[src/rtl/memory_access.sv]
// Data-memory access stage: runs a req/gnt/rvalid bus transaction for loads and stores,
// formats load data for writeback and stalls the upstream pipeline while busy.
`timescale 1ns/1ps
module memory_access #(
  parameter int unsigned DWIDTH = 32,
  parameter int unsigned AWIDTH = 32
) (
  input  logic              clk,
  input  logic              reset,
  input  logic              valid_i,
  input  logic              memren_i,
  input  logic              memwen_i,
  input  logic [2:0]        funct3_i,
  input  logic [AWIDTH-1:0] alu_res_i,
  input  logic [DWIDTH-1:0] rs2_data_i,
  output logic [DWIDTH-1:0] memory_data_o,
  output logic              stall_o,
  output logic              done_o,
  output logic              err_o,
  output logic              bus_req_o,
  output logic              bus_we_o,
  output logic [AWIDTH-1:0] bus_addr_o,
  output logic [3:0]        bus_be_o,
  output logic [DWIDTH-1:0] bus_wdata_o,
  input  logic              bus_gnt_i,
  input  logic              bus_rvalid_i,
  input  logic [DWIDTH-1:0] bus_rdata_i
);

  typedef enum logic [1:0] {S_IDLE, S_REQ, S_WAIT, S_DONE} state_t;

  state_t            r_state;
  logic [AWIDTH-1:0] r_addr;
  logic [DWIDTH-1:0] r_rs2;
  logic [2:0]        r_funct3;
  logic              r_load;
  logic [DWIDTH-1:0] r_mem_data;

  logic              w_start;
  logic              w_illegal;
  logic              w_accept;
  logic [1:0]        w_a;
  logic [7:0]        w_byte;
  logic [15:0]       w_half;
  logic [DWIDTH-1:0] w_load_fmt;

  assign w_start  = valid_i & (memren_i | memwen_i) & (r_state == S_IDLE);
  assign w_accept = w_start & ~w_illegal;

  // BU/HU are load-only encodings, so a store using them is rejected too
  always_comb begin
    w_illegal = 1'b1;
    case (funct3_i)
      3'b000:  w_illegal = 1'b0;
      3'b001:  w_illegal = alu_res_i[0];
      3'b010:  w_illegal = |alu_res_i[1:0];
      3'b100:  w_illegal = memwen_i;
      3'b101:  w_illegal = memwen_i | alu_res_i[0];
      default: w_illegal = 1'b1;
    endcase
  end

  assign err_o         = w_start & w_illegal;
  assign stall_o       = w_accept | (r_state == S_REQ) | (r_state == S_WAIT);
  assign done_o        = (r_state == S_DONE);
  assign bus_req_o     = (r_state == S_REQ);
  assign memory_data_o = r_mem_data;

  assign w_a = r_addr[1:0];

  always_comb begin
    bus_we_o    = 1'b0;
    bus_addr_o  = '0;
    bus_be_o    = '0;
    bus_wdata_o = '0;
    if (r_state == S_REQ) begin
      bus_we_o   = ~r_load;
      bus_addr_o = {r_addr[AWIDTH-1:2], 2'b00};
      if (r_load) begin
        bus_be_o = 4'b1111;
      end else begin
        case (r_funct3[1:0])
          2'b00: begin
            bus_be_o    = 4'b0001 << w_a;
            bus_wdata_o = {4{r_rs2[7:0]}};
          end
          2'b01: begin
            bus_be_o    = 4'b0011 << w_a;
            bus_wdata_o = {2{r_rs2[15:0]}};
          end
          default: begin
            bus_be_o    = 4'b1111;
            bus_wdata_o = r_rs2;
          end
        endcase
      end
    end
  end

  assign w_byte = 8'(bus_rdata_i >> {w_a, 3'b000});
  assign w_half = 16'(bus_rdata_i >> {w_a[1], 4'b0000});

  always_comb begin
    case (r_funct3)
      3'b000:  w_load_fmt = {{(DWIDTH-8){w_byte[7]}}, w_byte};
      3'b001:  w_load_fmt = {{(DWIDTH-16){w_half[15]}}, w_half};
      3'b100:  w_load_fmt = {{(DWIDTH-8){1'b0}}, w_byte};
      3'b101:  w_load_fmt = {{(DWIDTH-16){1'b0}}, w_half};
      default: w_load_fmt = bus_rdata_i;
    endcase
  end

  always_ff @(posedge clk or posedge reset) begin
    if (reset) begin
      r_state    <= S_IDLE;
      r_addr     <= '0;
      r_rs2      <= '0;
      r_funct3   <= '0;
      r_load     <= 1'b0;
      r_mem_data <= '0;
    end else begin
      case (r_state)
        S_IDLE: if (w_accept) begin
          r_addr   <= alu_res_i;
          r_rs2    <= rs2_data_i;
          r_funct3 <= funct3_i;
          r_load   <= memren_i;
          r_state  <= S_REQ;
        end
        S_REQ: if (bus_gnt_i) r_state <= r_load ? S_WAIT : S_DONE;
        S_WAIT: if (bus_rvalid_i) begin
          r_mem_data <= w_load_fmt;
          r_state    <= S_DONE;
        end
        default: r_state <= S_IDLE;
      endcase
    end
  end

endmodule

[config.mk]
export PLATFORM = sky130hd
export DESIGN_NAME = memory_access
export DESIGN_NICKNAME = d
export VERILOG_FILES = /design/src/rtl/memory_access.sv
export SDC_FILE = /design/constraint.sdc
export NUM_CORES = 1
export LEC_CHECK = 0
export CAP_MARGIN = 20
export CORE_MARGIN = 4
export CORE_UTILIZATION = 40
export CTS_CLUSTER_DIAMETER = 30
export DETAILED_ROUTE_END_ITERATION = 10
export PLACE_DENSITY = 0.87
export SETUP_SLACK_MARGIN = 0.4
export SLEW_MARGIN = 20
export SYNTH_ARGS = -nofsm -noshare
export SYNTH_HDL_FRONTEND = slang
export SYNTH_SLANG_ARGS = --single-unit
[constraint.sdc]
create_clock -name clk -period 3.2 [get_ports clk]
set_clock_uncertainty 0.15 [all_clocks]
set_input_delay 0.32 -clock clk [delete_from_list [all_inputs] [get_ports clk]]
set_output_delay 0.32 -clock clk [all_outputs]
set_load 0.05 [all_outputs]
==> metrics.yaml <==
routing:
  viasPerCell: 5.27
  dr_total_vias: 4619
  drt_wl_total_um: 16100
  first_iter_violations: 341
  wl_per_cell_um: 18.4
  drt_pass1_iterations: 6
  ant_nets: 0
  drc_errors: 0
final_layout:
  fin_area_um2: 8080
  area_growth_pct: 54.5
  final_cells: 876
  layout-drive-gt1-share_pct: 19.2
  nets: 809
  antenna_cells: 0
  fillers: 1006
logic_synthesis:
  synth-edff-count: 0
  ys_types: 40
  ys_top_cells_by_area: "dfrtp_1, mux2_2, mux2i_1"
  yosys.area.top_type_share_pct: 48.8
  ys_ff_latch: 102
  seq_area_frac_synth_pct: 48.8
  yosysMostFrequentCell: "dfrtp_1"
  post_synth.cell_area_avg_um2: 10.3
  yosys_warnings: 0
  syn-cell-area_um2: 5230
  syn_inst: 506
  netlist_top_cells_count: "dfrtp_1, mux2_2, nand2_1"
  synthArstFlopShare_pct: 100
  synth_area_leader_cell: "dfrtp_1"
  synthFlopType: "dfrtp_1"
timing:
  slew_viol_final: 0
  rsz0062_at_grt: "no"
  max_freq_mhz: 379
  relSlewSlack_pct: 42.5
  setup_viol: 0
  fin_tns_setup_ns: 0
  worst_pin_slew_ns: 0.860
  finalCritPeriodShare_pct: 82.4
  finalCriticalPeriod_ns: 2.64
  timing_hold_violations_final: 0
  fin_hold_ws_ns: 0.332
hold_path:
  hp-class: "primary input to asynchronous set/reset pin"
cts:
  ctsLongestPathBuffers: 2
  cts_inserted_buffers: 9
  cts_tree: "built"
  clock-sinks: 102
  clockRootBuffer: "clkbuf_16"
  path_clk_slew_ns: 0.07
  htree_levels: 3
  clk_latency_ns: 0.35
  hold_buffers: 0
pwr:
  p_leak_uw: 0.00354
  peakVddDrop_mv: 0.522
  power_per_cell_area_nw_per_um2: 1070
critical_path:
  arrival_ns: 2.17
  reg2reg_depth: 3
  timing.rr.end: "memory_data_o[23]"
  critical_path_class: "flop to output pin"
  cp-start-kind: "flop"
  setup.worst_path.end_class: "output pin"
  setup.reg_to_reg.worst_slack_ns: 0.87
  critPathMaxFanout: 4
  r2r_start: "r_addr[1]"
  worstPathRequired_ns: 2.73
  startpoint: "r_state[0]"
place:
  gp_congestion: 0.907
  post_dp_cell_area_um2: 7810
  hpwlAfterDp_um: 12200
  port_buffers: 208
  dp_cells: 860
grt:
  grt_pass1_wl_um: 25500
  grt_pass1_vias: 4867
  grt.overflow.total: 0
  grt_usage_pct: 21.8
  grt_max_degree: 53
  grt_antenna_before_repair: 0
flow_run:
  cap_viol_max_count: 0
floorplanning:
  die-area_um2: 15000
  num_io_pins: 211
  die_h_um: 122
  core_um2: 12700
  chipWidth_um: 122
  rows: 41
  start_util_pct: 41.1
outcome:
  outcome: "completed"
-- worst max-delay path by stage --
stage / end / slack, ns / cells past startpoint
after floorplan: bus_wdata_o[12] / 0.46 / 6
after global placement: stall_o / 0.65 / 7
after detailed placement: stall_o / 0.62 / 7
after CTS: bus_addr_o[20] / 0.38 / 5
after global routing: stall_o / 0.43 / 7
final: err_o / 0.56 / 5
-- through the flow --
step	setup WS [ns]	util [%]	total power [µW]
floorplan	0.465	-	5730
global placement	0.651	61.4	7520
detailed placement	0.621	61.4	7680
CTS	0.380	63.5	8730
global route	0.433	63.5	9150
finish	0.562	63.5	8680
-- report_power, final --
part | switching, µW | internal [µW]
clock | 498 | 612
sequential | 552 | 1930
combinational | 3070 | 2020
-- kinds of logic after synthesis --
group	share of synthesized area (%)
AND/OR/NAND/NOR	15.3
AO/OA/AOI/OAI	10.5
adder cells (fa/ha/maj)	0.956
multiplexers	20.1
buffers and inverters	4.26
other	0.0717
flip-flops	48.8
-- area by class of cell --
cell class / instances / area, µm² / area share (%)
clock buffer: 10 / 229 / 2.83
clock inverter: 6 / 72.6 / 0.898
inverter: 8 / 33.8 / 0.418
multi-input combinational: 358 / 2470 / 30.6
sequential: 102 / 2550 / 31.6
tap: 172 / 215 / 2.66
timing repair buffer: 220 / 2510 / 31.0
-- metal layers --
layer | vias up | global-route usage [%] | part of all wire [%]
met5 | - | 0 | 0
met4 | 0 | 6.37 | 1.7
met2 | 202 | 36.6 | 50
met3 | 22 | 8.39 | 10
li1 | 2143 | - | -
met1 | 2252 | 26.1 | 39
-- cells in the final DEF, fill, tap and decap left out, drive strengths merged, types with 4 or more instances in the layout --
cell,n
nor2,41
clkbuf,10
dfrtp,102
mux2i,24
and2,39
o31ai,7
nand3,14
a22oi,7
a21oi,37
clkdlybuf4s50,140
nand2,48
or3,8
ha,4
o21ai,24
clkinv,4
inv,7
nand2b,8
mux2,70
buf,50
dlygate4sd2,28
a311oi,7
-- registers in the layout (all words and copies together) (netlist names) --
signal,flops
memory_data_o,32
r_addr,32
r_funct3,3
r_load,1
r_rs2,32
r_state,2
-- repair_timing --
item	in CTS	in global routing
endpoints found under the hold margin	0	0
endpoints found under the setup margin	36	2
setup buffers	0	0
gates resized for setup	29	2
-- worst max-delay path, stage by stage (launching register included) --
cell and delay [ns]:
dfrtp_1 0.42, inv_1 0.10, ha_1 0.21, nand2_1 0.12, nor3_1 0.14, clkdlybuf4s50_1 0.84
No activity file was read; power rests on OpenSTA's default activity.
